$ cat src/rtl/ahbl_pkg.sv
// Shared definitions for the AHB-Lite address decoder: HTRANS encodings,
// default geometry and the default-slave state encoding.
package ahbl_pkg;

   // HTRANS encodings
   localparam logic [1:0] HTRANS_IDLE   = 2'b00;
   localparam logic [1:0] HTRANS_BUSY   = 2'b01;
   localparam logic [1:0] HTRANS_NONSEQ = 2'b10;
   localparam logic [1:0] HTRANS_SEQ    = 2'b11;

   // Default decoder geometry: 26 slaves, one per 64 MiB region
   localparam int NS_DEF      = 26;
   localparam int RGN_LSB_DEF = 26;

   // Default slave states; ERR1 is the wait cycle, ERR2 the ready cycle
   typedef enum logic [1:0] {
      DS_IDLE = 2'b00,
      DS_ERR1 = 2'b01,
      DS_ERR2 = 2'b10
   } def_state_e;

   // Region index of an address: everything at and above bit lsb
   function automatic logic [31:0] region_of(input logic [31:0] addr, input int lsb);
      return addr >> lsb;
   endfunction

   // True for transfer types that carry data (NONSEQ or SEQ)
   function automatic logic is_active(input logic [1:0] trans);
      return (trans == HTRANS_NONSEQ) || (trans == HTRANS_SEQ);
   endfunction

endpackage

$ cat src/rtl/ahbl_def_slv.sv
// Internal default slave: zero-wait OKAY for idle traffic to unmapped space,
// two-cycle ERROR response for accepted NONSEQ/SEQ to unmapped space.
module ahbl_def_slv
   import ahbl_pkg::*;
(
   input  logic       hclk,
   input  logic       hreset,
   input  logic       hready,
   input  logic [1:0] htrans,
   input  logic       unmapped,
   output logic       def_hreadyout,
   output logic       def_hresp
);

   def_state_e state_q;
   def_state_e state_d;
   logic       err_start_s;
   logic       hreadyout_d;
   logic       hreadyout_q;
   logic       hresp_d;
   logic       hresp_q;

   // Next-state logic; ERR1 always proceeds to ERR2 so an error is never cut short
   always_comb begin
      state_d     = DS_IDLE;
      err_start_s = hready & is_active(htrans) & unmapped;
      case (state_q)
         DS_IDLE: begin
            if (err_start_s) begin
               state_d = DS_ERR1;
            end else begin
               state_d = DS_IDLE;
            end
         end
         DS_ERR1: begin
            state_d = DS_ERR2;
         end
         DS_ERR2: begin
            if (err_start_s) begin
               state_d = DS_ERR1;
            end else begin
               state_d = DS_IDLE;
            end
         end
         default: begin
            state_d = DS_IDLE;
         end
      endcase
   end

   // Response outputs are decoded from the next state so they leave a flop
   always_comb begin
      hreadyout_d = 1'b1;
      hresp_d     = 1'b0;
      case (state_d)
         DS_IDLE: begin
            hreadyout_d = 1'b1;
            hresp_d     = 1'b0;
         end
         DS_ERR1: begin
            hreadyout_d = 1'b0;
            hresp_d     = 1'b1;
         end
         DS_ERR2: begin
            hreadyout_d = 1'b1;
            hresp_d     = 1'b1;
         end
         default: begin
            hreadyout_d = 1'b1;
            hresp_d     = 1'b0;
         end
      endcase
   end

   // State and response registers; reset aborts any response in progress
   always_ff @(posedge hclk) begin
      if (hreset) begin
         state_q     <= DS_IDLE;
         hreadyout_q <= 1'b1;
         hresp_q     <= 1'b0;
      end else begin
         state_q     <= state_d;
         hreadyout_q <= hreadyout_d;
         hresp_q     <= hresp_d;
      end
   end

   assign def_hreadyout = hreadyout_q;
   assign def_hresp     = hresp_q;

endmodule

$ cat src/rtl/ahbl_dec.sv
// AHB-Lite address decoder: combinational address-phase slave select,
// registered data-phase select, and the internal default slave.
module ahbl_dec
   import ahbl_pkg::*;
#(
   parameter int NS      = NS_DEF,
   parameter int RGN_LSB = RGN_LSB_DEF
) (
   input  logic          hclk,
   input  logic          hreset,
   input  logic [31:0]   haddr,
   input  logic [1:0]    htrans,
   input  logic          hready,
   output logic [NS-1:0] hsel,
   output logic [NS-1:0] dsel,
   output logic          dsel_def,
   output logic          def_hreadyout,
   output logic          def_hresp
);

   logic [31:0]   rgn_s;
   logic          unmapped_s;
   logic [NS-1:0] hsel_s;
   logic [NS-1:0] dsel_d;
   logic [NS-1:0] dsel_q;
   logic          dsel_def_d;
   logic          dsel_def_q;

   // Region decode; depends on haddr only, never on hready or htrans
   always_comb begin
      rgn_s      = region_of(haddr, RGN_LSB);
      unmapped_s = (rgn_s >= 32'(NS));
      hsel_s     = {NS{1'b0}};
      for (int i = 0; i < NS; i++) begin
         if (rgn_s == 32'(i)) begin
            hsel_s[i] = 1'b1;
         end else begin
            hsel_s[i] = 1'b0;
         end
      end
   end

   // Data-phase select advances only when the bus accepts the address phase
   always_comb begin
      dsel_d     = dsel_q;
      dsel_def_d = dsel_def_q;
      if (hready) begin
         dsel_d     = hsel_s;
         dsel_def_d = unmapped_s;
      end else begin
         dsel_d     = dsel_q;
         dsel_def_d = dsel_def_q;
      end
   end

   // Data-phase select registers; reset parks the data phase on the default slave
   always_ff @(posedge hclk) begin
      if (hreset) begin
         dsel_q     <= {NS{1'b0}};
         dsel_def_q <= 1'b1;
      end else begin
         dsel_q     <= dsel_d;
         dsel_def_q <= dsel_def_d;
      end
   end

   assign hsel     = hsel_s;
   assign dsel     = dsel_q;
   assign dsel_def = dsel_def_q;

   ahbl_def_slv u_def_slv (
      .hclk          (hclk),
      .hreset        (hreset),
      .hready        (hready),
      .htrans        (htrans),
      .unmapped      (unmapped_s),
      .def_hreadyout (def_hreadyout),
      .def_hresp     (def_hresp)
   );

endmodule
$ cat config.mk
export PLATFORM = sky130hd
export DESIGN_NAME = ahbl_dec
export DESIGN_NICKNAME = d
export VERILOG_FILES = /design/src/rtl/ahbl_pkg.sv /design/src/rtl/ahbl_def_slv.sv /design/src/rtl/ahbl_dec.sv
export SDC_FILE = /design/constraint.sdc
export NUM_CORES = 1
export LEC_CHECK = 0
export CAP_MARGIN = 25
export CORE_ASPECT_RATIO = 0.9
export CORE_MARGIN = 1.5
export CORE_UTILIZATION = 30
export DETAILED_ROUTE_END_ITERATION = 10
export PLACE_DENSITY = 0.79
export SLEW_MARGIN = 10
export SYNTH_ARGS = -nofsm -noshare
export SYNTH_HDL_FRONTEND = slang
export SYNTH_SLANG_ARGS = --single-unit
$ cat constraint.sdc
create_clock -name hclk -period 1.7 [get_ports hclk]
set_input_delay 0.34 -clock hclk [delete_from_list [all_inputs] [get_ports hclk]]
set_output_delay 0.34 -clock hclk [all_outputs]
set_load 0.01 [all_outputs]
[Word level (Yosys, flattened, before mapping)]
Index checks and enable logic that the tools add are counted.
Operators by class
  magnitude comparators: 1
  eq/ne operators: 31
  mux-type cells: 30
  bitwise operators: 2
  reduce and logical (&&, ||, !) cells: 5
Operators with widths (count)
  6-bit by 5-bit equality test with 1-bit output (second input constant): 10
  6-bit by 4-bit equality test with 1-bit output (second input constant): 8
  32-bit logical NOT: 1
  1-bit two-way mux: 29
  6-bit by 3-bit equality test with 1-bit output (second input constant): 4
  6-bit by 2-bit equality test with 1-bit output (second input constant): 2
  2-bit equality test (second input constant): 4
  6-bit by 1-bit equality test with 1-bit output (second input constant): 1
  6-bit by 5-bit greater-or-equal comparator with 1-bit output (second input constant): 1
  2-bit by 1-bit equality test with 1-bit output (second input constant): 2
  2-bit case mux with 2 select lines: 1
  2-bit OR reduction: 2
  1-bit AND: 2
  2-bit logical NOT: 1
  1-bit logical OR: 1
Word-level totals
  flip-flop bits (word level): 31
  input bits: 37
  output and inout bits: 55
  logic and storage cells: 74

[Logic depth before layout (Yosys ltp)]
  depth after elaboration: 9
  gate-level depth with buffers: 6
  gate-level depth less buffers: 4

[By module]
A second synthesis with hierarchy kept.
Unflattened totals
  cells, all modules: 141
  area total of the unflattened synthesis: 1451.4 sq um
By module, submodules not included
  ahbl_dec: times used 1, cells an instance 130, area each 1320.0 sq um, seq. area each 540.5 sq um
  ahbl_def_slv: times used 1, cells an instance 11, area each 131.4 sq um, seq. area each 80.1 sq um

[Least setup slack after synthesis]
No wires, ideal clock.
  path type: input-to-output
  from: input haddr[26]
  to: output hsel[0]
  data arrival time: 1360 ps
  required time: 1360 ps
  slack: 0 ps
  stages on the path: 4
  buffers on the path: 2
  cells stage by stage: buf_2 > or4_1 > buf_2 > nor3_1
On the way
  longest elaborated chain between the ends: 2
Ends and longest elaborated chain
  start: declaration: line ahbl_dec.sv:11  | input logic [31:0] haddr,
  32-bit logical NOT: line ahbl_dec.sv:35  | if (rgn_s == 32'(i)) begin
  1-bit two-way mux: line ahbl_dec.sv:35
  end: declaration: line ahbl_dec.sv:14  | output logic [NS-1:0] hsel,
No other way between the ends.

[Final worst setup path]
  from: input haddr[31]
  to: output hsel[2]
On the way
  longest elaborated chain between the ends: 2
Ends and longest elaborated chain (line)
  6-bit by 2-bit equality test with 1-bit output: ahbl_dec.sv:35
  1-bit two-way mux: ahbl_dec.sv:35
No other way between the ends.

==> impl_metrics.prom <==
# TYPE chip_impl_metric gauge
chip_impl_metric{name="synth.ff_latch_count",unit=""} 31
chip_impl_metric{name="yosys.cell_types.count",unit=""} 22
chip_impl_metric{name="height_of_the_die",unit="um"} 68.6
chip_impl_info{name="global_route.peak_usage_layer",value="met2"} 1
chip_impl_info{name="run_status",value="finished clean"} 1
chip_impl_info{name="yosys-top-cells-area",value="sky130_fd_sc_hd__dfxtp_1 43%, sky130_fd_sc_hd__o32ai_1 15%, sky130_fd_sc_hd__inv_1 6.0%, sky130_fd_sc_hd__nor2_1 5.5%, sky130_fd_sc_hd__nand2b_1 4.8%"} 1
chip_impl_metric{name="tot_pwr",unit="mW"} 1.69
chip_impl_metric{name="grt_first_pass_wirelength",unit="mm"} 6.28
chip_impl_info{name="cts_tree",value="yes"} 1
chip_impl_metric{name="port_buffers",unit=""} 64
chip_impl_metric{name="worstMarginPinSlew",unit="ns"} 0.276
chip_impl_metric{name="groute.layer.met2.usage",unit=""} 0.255
chip_impl_metric{name="final_layout_size_suffix_gt1_frac",unit=""} 0.333
chip_impl_metric{name="grt.met1_usage",unit=""} 0.209
chip_impl_info{name="critPathLaunchType",value="input pin"} 1
chip_impl_metric{name="seq_area_frac_synth",unit=""} 0.433
chip_impl_metric{name="drt-vias-per-instance",unit=""} 4.81
chip_impl_metric{name="row_count",unit=""} 23
chip_impl_info{name="hp-start",value="haddr[31]"} 1
chip_impl_metric{name="reg2reg_slack",unit="ns"} 0.69
chip_impl_metric{name="drv_cap",unit=""} 0
chip_impl_metric{name="width_of_the_chip",unit="um"} 75.8
chip_impl_metric{name="cts_max_path_buffers",unit=""} 2
chip_impl_metric{name="post_synth_inst_count",unit=""} 160
chip_impl_metric{name="p_leak",unit="nW"} 0.884
chip_impl_info{name="holdCritPathClass",value="input pin to flip-flop"} 1
chip_impl_metric{name="critPathRequiredTime",unit="ns"} 1.36
chip_impl_info{name="commonest_register_cell_after_synthesis",value="sky130_fd_sc_hd__dfxtp_1"} 1
chip_impl_metric{name="synthArstFlopShare",unit=""} 0
chip_impl_metric{name="crit_fanout",unit=""} 6
chip_impl_metric{name="cts_htree_levels",unit=""} 2
chip_impl_metric{name="finClkSkew",unit="ns"} 0.000212
chip_impl_metric{name="p_seq_frac",unit=""} 0.435
chip_impl_metric{name="worstSkewPairLatency",unit="ns"} 0.28
chip_impl_metric{name="ir_drop_worst_case_vdd",unit="mV"} 0.412
chip_impl_metric{name="cts-buffers-inserted",unit=""} 5
chip_impl_metric{name="synth-warning-count",unit=""} 0
chip_impl_metric{name="psw",unit="uW"} 383
chip_impl_metric{name="finish.cell_count_without_fillers",unit=""} 308
chip_impl_metric{name="achievable-frequency",unit="GHz"} 0.601
chip_impl_metric{name="rr_worst_depth",unit=""} 4
chip_impl_metric{name="drc",unit=""} 0
chip_impl_metric{name="final.period_utilization",unit=""} 0.979
chip_impl_metric{name="post-dp-hpwl",unit="mm"} 3.07
chip_impl_metric{name="report.final.hold_viol_count",unit=""} 0
chip_impl_info{name="holdPathEnd",value="u_def_slv.state_q[0]$_SDFF_PP0_"} 1
chip_impl_metric{name="dpl-instance-area",unit="um2"} 2270
chip_impl_metric{name="drt_first_pass_iters",unit=""} 4
chip_impl_metric{name="initial_core_util",unit=""} 0.317
chip_impl_metric{name="grt_start_max_net_pins",unit=""} 26
chip_impl_metric{name="cell_count_post_placement",unit=""} 294
chip_impl_metric{name="final_setup_violation_count",unit=""} 0
chip_impl_info{name="cts.root.buffer_cell",value="sky130_fd_sc_hd__clkbuf_8"} 1
chip_impl_metric{name="io_pins",unit=""} 92
chip_impl_info{name="rsz0062_at_grt",value="no"} 1
chip_impl_metric{name="antenna_found_initial",unit=""} 0
chip_impl_metric{name="gpl.final_weighted_congestion",unit=""} 0.782
chip_impl_metric{name="shortest_period_the_worst_path_allows",unit="ns"} 1.66
chip_impl_metric{name="routed_wire_length_per_instance",unit="um"} 13.4
chip_impl_metric{name="power_frac_comb",unit=""} 0.125
chip_impl_metric{name="timing.setup.tns",unit="ns"} 0
chip_impl_info{name="synth_most_common_cell",value="sky130_fd_sc_hd__dfxtp_1"} 1
chip_impl_metric{name="path_clk_slew",unit="ns"} 0.06
chip_impl_metric{name="netSwitchingFraction",unit=""} 0.226
chip_impl_info{name="synth.top_cells.by_count",value="31 x sky130_fd_sc_hd__dfxtp_1, 24 x sky130_fd_sc_hd__o32ai_1, 23 x sky130_fd_sc_hd__inv_1"} 1
chip_impl_metric{name="numClockSinks",unit=""} 31
chip_impl_info{name="reg2reg_to",value="u_def_slv.def_hresp$_SDFF_PP0_"} 1
chip_impl_metric{name="power.density",unit="nW/um2"} 705
chip_impl_metric{name="drtAntennaViolNets",unit=""} 0
chip_impl_metric{name="coreArea",unit="um2"} 4520
chip_impl_info{name="setup.worst_path.class",value="input pin to output pin"} 1
chip_impl_metric{name="maxSlewHeadroom",unit=""} 0.816
chip_impl_metric{name="fillerInstances",unit=""} 424
chip_impl_metric{name="grt.met3_usage",unit=""} 0.0378
chip_impl_metric{name="share_of_the_synthesized_area_in_the_top_cell_type",unit=""} 0.433
chip_impl_metric{name="layout.cell_area.non_filler",unit="um2"} 2400
chip_impl_metric{name="areaGrowthSynthToFinish",unit="%"} 67.8
chip_impl_metric{name="synth-edff-count",unit=""} 0
chip_impl_metric{name="fp.dieArea",unit="um2"} 5200
chip_impl_info{name="post-synth-top-area-cell",value="sky130_fd_sc_hd__dfxtp_1"} 1
chip_impl_info{name="timing.rr.start",value="u_def_slv.state_q[0]$_SDFF_PP0_"} 1
chip_impl_metric{name="violation_count_after_the_first_detailed_routing_iteration",unit=""} 99
chip_impl_metric{name="via_count_of_the_first_global_routing_pass",unit=""} 1366
chip_impl_metric{name="cellInternalPower",unit="mW"} 1.31
chip_impl_info{name="worstSetupEndpointType",value="output pin"} 1
chip_impl_metric{name="layout.nets",unit=""} 283
chip_impl_metric{name="track_usage",unit=""} 0.164
chip_impl_metric{name="postSynthNetCount",unit=""} 198
chip_impl_metric{name="holdPathStages",unit=""} 4
chip_impl_metric{name="detailroute.via_count",unit=""} 1481
chip_impl_metric{name="syn-cell-area",unit="um2"} 1430
chip_impl_metric{name="total_length_of_routed_wires",unit="mm"} 4.12
chip_impl_metric{name="postSynthAreaPerCell",unit="um2"} 8.95
chip_impl_metric{name="maxSlewViolCount",unit=""} 0
chip_impl_metric{name="grt-ovfl-total",unit=""} 0
chip_impl_metric{name="clockPowerShare",unit=""} 0.440
chip_impl_metric{name="antenna_cells",unit=""} 0
chip_impl_metric{name="worstPathArrival",unit="ns"} 1.32
==> state kept, by name, summed over array words and instances, names as in the netlist <==
name	cells
u_def_slv.def_hresp	1
u_def_slv.state_q	2
dsel_def	1
u_def_slv.def_hreadyout	1
dsel	26
==> cells by family (layout without fill, tap and decap cells) <==
kind of cell    after synthesis  in the layout  synth area share
flops                        31             31             0.433
buf+inv                      41            127             0.115
simple gates                 57             57             0.240
fa+ha+maj                     1              1           0.00873
compound gates               30             30             0.203
==> cell type report <==
type,count,area (um2),share of cell area
inverter,23,86.3,0.0359
clock buffer,6,82.6,0.0344
tap,62,77.6,0.0323
sequential,31,621,0.258
multi-input combinational,88,708,0.295
timing repair buffer,96,793,0.330
clock inverter,2,35.0,0.0146
==> per-stage QoR <==
step,util,hold slack (ns),setup WS [ns]
2_1_floorplan,-,0.446,0.0000971
3_3_place_gp,0.502,0.460,-0.862
5_1_grt,0.532,0.482,0.00285
4_1_cts,0.532,0.453,-0.00777
6_report,0.532,0.460,0.0363
3_5_place_dp,0.502,0.469,-0.913
==> what timing repair did <==
| item | CTS | global route |
|---|---|---|
| setup buffers | 6 | 0 |
| setup endpoints to repair | 28 | 5 |
| hold buffers | 0 | 0 |
| hold endpoints to repair | 0 | 0 |
| resized for setup | 133 | 0 |
| pin swaps | 16 | 6 |
==> critical path: stages <==
cell	delay [ns]
sky130_fd_sc_hd__buf_8	0.11
sky130_fd_sc_hd__or4b_4	0.58
sky130_fd_sc_hd__nor3_2	0.13
sky130_fd_sc_hd__buf_2	0.16
==> power groups by stage <==
stage	clock, mW	combinational [mW]	sequential, mW
floorplan	0	0.0906	0.756
CTS	0.770	0.210	0.737
global placement	0	0.192	0.753
finish	0.745	0.212	0.737
detailed placement	0	0.194	0.753
global route	0.794	0.228	0.737
==> metal layers <==
metal / vias up / share of wire
met3: 5 / 0.050
met2: 40 / 0.48
met1: 699 / 0.45
li1: 737 / -
met4: 0 / 0.016
met5: - / 0
==> cell usage in the layout, fill, tap and decap left out, drive strengths merged, types with 6 or more instances in the layout <==
master         Yosys  final
nor2              21     21
nand4bb            6      6
clkdlybuf4s50      0     32
dfxtp             31     31
o32ai             26     26
nand2b            11     11
nor3               8      8
inv               23     23
clkbuf            13      6
buf                5     55
==> how the worst max path moves through the flow <==
stage | start | to | slack (ns) | depth (start not counted)
5_1_grt | haddr[31] | hsel[7] | 0.003 | 6
2_1_floorplan | haddr[26] | hsel[0] | 0.0001 | 4
3_5_place_dp | haddr[31] | hsel[2] | -0.91 | 4
6_report | haddr[31] | hsel[2] | 0.04 | 4
3_3_place_gp | haddr[30] | hsel[2] | -0.86 | 4
4_1_cts | haddr[26] | hsel[2] | -0.008 | 4
Power figures use the tool's default switching activity.
